`config.mk`:
```
export PLATFORM = sky130hd
export DESIGN_NAME = gpu_scanout
export DESIGN_NICKNAME = d
export VERILOG_FILES = /design/src/rtl/gpu_scanout.sv
export SDC_FILE = /design/constraint.sdc
export NUM_CORES = 1
export LEC_CHECK = 0
export ABC_AREA = 0
export CAP_MARGIN = 20
export CORE_MARGIN = 5
export CORE_UTILIZATION = 44
export CTS_CLUSTER_SIZE = 12
export DETAILED_ROUTE_END_ITERATION = 6
export PLACE_DENSITY = 0.66
export RECOVER_POWER = 25
export SLEW_MARGIN = 20
export SYNTH_ARGS = -nofsm -noshare
export SYNTH_HDL_FRONTEND = slang
export SYNTH_SLANG_ARGS = --single-unit
```
`constraint.sdc`:
```
create_clock -name clk -period 4.5 [get_ports clk]
set_input_delay 0.9 -clock clk [delete_from_list [all_inputs] [get_ports clk]]
set_output_delay 0.9 -clock clk [all_outputs]
set_load 0.005 [all_outputs]
```
`src/rtl/gpu_scanout.sv`:
```
// Raster scanout that reads 1-bpp screen words through a single-outstanding read port
// and turns them into 24-bit pixels, reporting underflow when a word has not arrived in time.
module gpu_scanout #(
  parameter int          WIDTH        = 640,
  parameter int          HEIGHT       = 480,
  parameter int          ACTIVE_W     = 512,
  parameter int          ACTIVE_H     = 256,
  parameter int          WORD_W       = 16,
  parameter int          ADDR_W       = 15,
  parameter int          BASE         = 16384,
  parameter logic [23:0] FG_COLOR     = 24'h000000,
  parameter logic [23:0] BG_COLOR     = 24'hffffff,
  parameter logic [23:0] BORDER_COLOR = 24'h000000,
  parameter logic [23:0] UNDER_COLOR  = 24'hff0000
) (
  input  logic              clk,
  input  logic              rst,
  input  logic              i_newframe,
  input  logic              i_enable,
  input  logic              i_test,
  output logic              o_rd_req,
  output logic [ADDR_W-1:0] o_rd_addr,
  input  logic              i_rd_ack,
  input  logic              i_rd_valid,
  input  logic [WORD_W-1:0] i_rd_data,
  output logic              o_underflow,
  output logic [23:0]       pixel
);
  localparam int XW   = $clog2(WIDTH);
  localparam int YW   = $clog2(HEIGHT + 1);
  localparam int BW   = $clog2(WORD_W);
  localparam int COLS = ACTIVE_W / WORD_W;
  localparam int CW   = $clog2(COLS + 1);
  localparam logic [XW-1:0] X_LAST = XW'(WIDTH - 1);
  localparam logic [XW-1:0] X_ACT  = XW'(ACTIVE_W);
  localparam logic [YW-1:0] Y_LAST = YW'(HEIGHT - 1);
  localparam logic [YW-1:0] Y_ACT  = YW'(ACTIVE_H);
  localparam logic [CW-1:0] C_END  = CW'(COLS);
  localparam logic [BW-1:0] B_LAST = BW'(WORD_W - 1);

  typedef enum logic [1:0] {S_IDLE, S_REQ, S_WAIT} state_t;
  state_t state, state_n;

  logic [XW-1:0]     x;
  logic [YW-1:0]     y;
  logic [WORD_W-1:0] cur, nxt;
  logic              cur_v, nxt_v;
  logic [YW-1:0]     row;
  logic [CW-1:0]     col;
  logic              armed, drop;
  logic              in_active, advance, trigger, flush, fill, go;
  logic              cur_v_adv, nxt_v_adv;
  logic [YW-1:0]     nxt_row;

  assign in_active = (x < X_ACT) && (y < Y_ACT);
  assign advance   = i_enable && in_active && (x[BW-1:0] == B_LAST);
  assign trigger   = i_enable && (x == X_ACT);
  assign flush     = i_newframe || trigger;
  assign nxt_row   = (y == Y_LAST) ? '0 : y + 1'b1;
  // Buffer view after this cycle's advance; fills and the slot-free test use it.
  assign cur_v_adv = advance ? nxt_v : cur_v;
  assign nxt_v_adv = advance ? 1'b0 : nxt_v;
  assign fill      = (state == S_WAIT) && i_rd_valid && !drop && !flush;
  assign go        = armed && !flush && !nxt_v_adv && (col < C_END);

  always_ff @(posedge clk or posedge rst) begin
    if (rst) begin
      x <= '0;
      y <= '0;
    end else if (i_newframe) begin
      x <= '0;
      y <= '0;
    end else if (i_enable) begin
      if (x == X_LAST) begin
        x <= '0;
        y <= (y == Y_LAST) ? '0 : y + 1'b1;
      end else begin
        x <= x + 1'b1;
      end
    end
  end

  always_ff @(posedge clk or posedge rst) begin
    if (rst) begin
      cur   <= '0;
      nxt   <= '0;
      cur_v <= 1'b0;
      nxt_v <= 1'b0;
    end else if (flush) begin
      cur_v <= 1'b0;
      nxt_v <= 1'b0;
    end else begin
      if (advance) cur <= nxt;
      cur_v <= cur_v_adv;
      nxt_v <= nxt_v_adv;
      if (fill) begin
        if (!cur_v_adv) begin
          cur   <= i_rd_data;
          cur_v <= 1'b1;
        end else begin
          nxt   <= i_rd_data;
          nxt_v <= 1'b1;
        end
      end
    end
  end

  always_ff @(posedge clk or posedge rst) begin
    if (rst) begin
      row   <= '0;
      col   <= '0;
      armed <= 1'b1;
    end else if (i_newframe) begin
      row   <= '0;
      col   <= '0;
      armed <= 1'b1;
    end else if (trigger) begin
      row   <= nxt_row;
      col   <= '0;
      armed <= (nxt_row < Y_ACT);
    end else if (state == S_REQ && i_rd_ack) begin
      col <= col + 1'b1;
    end
  end

  // A flushed transaction still runs to completion; drop marks its data as stale.
  always_ff @(posedge clk or posedge rst) begin
    if (rst)
      drop <= 1'b0;
    else if (flush)
      drop <= (state == S_REQ) || (state == S_WAIT && !i_rd_valid);
    else if (state == S_WAIT && i_rd_valid)
      drop <= 1'b0;
  end

  always_ff @(posedge clk or posedge rst) begin
    if (rst) begin
      state     <= S_IDLE;
      o_rd_addr <= '0;
    end else begin
      state <= state_n;
      if (state == S_IDLE && go)
        o_rd_addr <= ADDR_W'(BASE) + ADDR_W'(row) * ADDR_W'(COLS) + ADDR_W'(col);
    end
  end

  always_comb begin
    state_n = state;
    case (state)
      S_IDLE:  if (go) state_n = S_REQ;
      S_REQ:   if (i_rd_ack) state_n = S_WAIT;
      S_WAIT:  if (i_rd_valid) state_n = S_IDLE;
      default: state_n = S_IDLE;
    endcase
  end

  assign o_rd_req = (state == S_REQ);

  always_ff @(posedge clk or posedge rst) begin
    if (rst)
      o_underflow <= 1'b0;
    else if (i_newframe)
      o_underflow <= 1'b0;
    else if (i_enable && in_active && !i_test && !cur_v)
      o_underflow <= 1'b1;
  end

  always_comb begin
    pixel = BORDER_COLOR;
    if (in_active) begin
      if (i_test)
        pixel = (x[3] ^ y[3]) ? FG_COLOR : BG_COLOR;
      else if (!cur_v)
        pixel = UNDER_COLOR;
      else
        pixel = cur[x[BW-1:0]] ? FG_COLOR : BG_COLOR;
    end
  end
endmodule

```
==> metrics.md <==
| Metric | Value |
|---|---|
| DRT Wirelength | 9.10 mm |
| Cell Chain, Critical Path | mux4_2 > mux4_2 > nor2_1 > o21a_1 > clkdlybuf4s50_1 |
| Crit end category | output pin |
| # setup viols final | 0 |
| R2R depth | 6 |
| Num CTS Buffers | 9 |
| Place WS | 0.876 ns |
| Maximum clock rate | 252 MHz |
| Outcome | complete, no violations |
| CP Data Arrival Time | 3.07 ns |
| Sequential-to-total area share from yosys stat | 47.7% |
| Filler cells | 930 |
| Slew HR | roughly 1.8% |
| Final hold vios | 0 |
| Synthesized area | approximately 4600 µm² |
| Leak Pwr | 0.00240 µW |
| Hold Path Cell Cnt | 1 |
| Via count | about 3200 |
| Die Span Y | 112 µm |
| CP Max Fanout | 16 |
| Post-route ant nets | 0 |
| Synth top area share | 47.2% |
| Yosys warning total | 0 |
| WP data required | 3.60 ns |
| Hpwl dp | 6.54 mm |
| Final Critical Period | 3.97 ns |
| Async set-reset flop share out of synthesis | 100% |
| Top post-synthesis cells by area | dfrtp_1 47%, mux2_2 7.1%, mux2i_1 5.9% |
| Share of layout cells above drive strength 1 | 16.7% |
| Starting Density | between 40% and 50% |
| VDD IR-drop max | between 0.00015 and 0.0002 V |
| Final Slew Violations | 0 |
| HP Class | flip-flop to flip-flop |
| First-pass GRT wire length | between 15 and 20 mm |
| Drt first pass iters | 4 |
| Drt initial violations | 118 |
| Routed vias/inst | between 5 and 6 |
| Core Area | 10300 µm² |
| Area leader, netlist | dfrtp_1 |
| Number of global-route vias before repair | 3355 |
| Most used cell, CP | mux4_2 |
| RSZ-0062 raised after global routing | false |
| Setup tns final | 0 ns |
| Startpoint Class | flip-flop |
| Fin nets | around 490 |
| Die W | 112 µm |
| Initial antenna violation count | 0 |
| Worst-Margin Slew | 1.47 ns |
| CTS resizes | 0 |
| Cell Pwr Density | 363 nW/µm² |
| Clock Skews | 0.0162 ns |
| Gr ovfl total | 0 |
| H-tree depth | 3 |
| Post-synth top flop | dfrtp_1 |
| Cell count after synthesis | a little over 400 |
| Clock buffer depth | 2 |
| Multi-input gate area | approximately 2100 µm² |
| Worst reg2reg setup slack | 1.95 ns |
| Cell variety after synth | 56 |
| MaxCap Viol Count | 0 |
| Clock sink total | ~90 |
| Slowest CP cell | clkdlybuf4s50_1 |
| Final worst slack | 0.533 ns |
| TritonCTS clock tree | yes |
| Post-synthesis register bit count | 88 |
| P&R area growth vs syn | 17.6% |
| Num rows | 37 |
| Total die area | 12600 µm² |
| ANT cells | 0 |
| IO buf count | 63 |
| Largest net degree at the start of global routing | 33 |
| Most common cell in the synthesized netlist | dfrtp_1 |
| Reg area | 2200 µm² |
| Avg Synthesized Cell Area | roughly 11 µm² |
| Root Driver | clkbuf_8 |
| Placer congestion estimate | 0.817 |
| GRT Util Overall | 15.4% |
| Overall Power | 1970 µW |
| Final Cycle Share | between 80% and 90% |
| Largest stage delay on the critical path | around 0.60 ns |
| Clk slew on worst S/H paths | approximately 0.080 ns |
| DRC violations left | 0 |
| Most frequent cells after synthesis | 87 x dfrtp_1, 36 x nor2_1, 29 x mux2_2 |
| WL per Instance | 15.3 µm |
| Syn Nets | 443 |
| IO Count | 64 |
| Worst setup path class | flip-flop to output pin |
| CTS Hold Bufs | 0 |
| Number of synthesized flops with an enable pin | 0 |
| Clock Latency Late Sink | 0.35 ns |
| Postcts setup bufs | 0 |
==> registers in the layout (all words and copies together) (netlist names), 2 cells and up <==
signal     cells
cur           16
nxt           16
o_rd_addr     15
x             10
row            9
y              9
col            6
state          2
==> metrics by stage <==
stage,util [%],cells,hold WS [ns],instance area [µm²]
final,52.8,596,0.500,5430
after floorplan,-,414,0.476,4610
after detailed placement,50.8,581,0.488,5220
after global placement,50.8,581,0.484,5220
after CTS,52.8,596,0.506,5430
after global routing,52.8,596,0.517,5430
==> layout make-up <==
cell class,count,area share [%]
Tap cell,136,3.14
Clock buffer,10,2.35
Timing Repair Buffer,72,12.8
Inverter,13,0.923
Clock inverter,5,1.52
Multi-Input combinational cell,272,38.7
Sequential cell,88,40.6
==> path summary, 6_finish.rpt <==
| kind | start | endpoint |
|---|---|---|
| max in group asynchronous | rst | x[3] |
| max | x[0] | pixel[6] |
| max reg2reg | x[0] | o_rd_addr[3] |
| min in group asynchronous | rst | cur[3] |
| min | o_underflow | o_underflow |
| min reg2reg | o_underflow | o_underflow |
==> layout by cell type (no fill, tap or decap), types with 3 or more instances in the layout <==
master            n
buf_4             8
o31ai_1           6
nor2_1           36
mux2i_1          27
mux2_2           29
xnor2_1          12
a31oi_1           3
a21oi_1           9
clkbuf_8          9
mux4_2            5
inv_1            12
ha_1              6
nand2b_1          3
dfrtp_1          87
clkdlybuf4s50_1  60
nor3_1            6
mux2_4           10
xor2_1           11
or3_1             5
nand4_1           6
a31o_2            3
o21ai_0          15
nand3_1          19
nand2_1          25
dlygate4sd3_1     3
==> critical path, delay by kind of cell (launching register included) <==
family          cells  cell delay, ns
compound gates      1            0.41
flops               1            0.55
simple gates        1            0.11
mux                 2            1.04
buf+inv             1            0.60
==> power breakdown <==
group,internal [µW],switching (µW),leakage (µW)
clock,311,276,0.000106
combinational,230,164,0.00111
sequential,900,90.9,0.00118
==> metal layers <==
metal / routed length (µm) / part of all wire, % / GRT usage [%]
met4: 100 / 1.1 / 4.73
met3: 399 / 4.4 / 3.83
met1: 4290 / 47 / 19.6
met5: 0 / 0 / 0
met2: 4310 / 47 / 25.8
==> kinds of logic after synthesis <==
logic type,synth area share [%]
muxes,18.6
and+or+nand+nor,13.0
buffers and inverters,6.81
adders and majority gates,1.63
DFF,47.7
xor gates and xnor gates,4.37
AOI/OAI and AO/OA,7.84
Note: power is estimated with default switching activity, not from simulation.
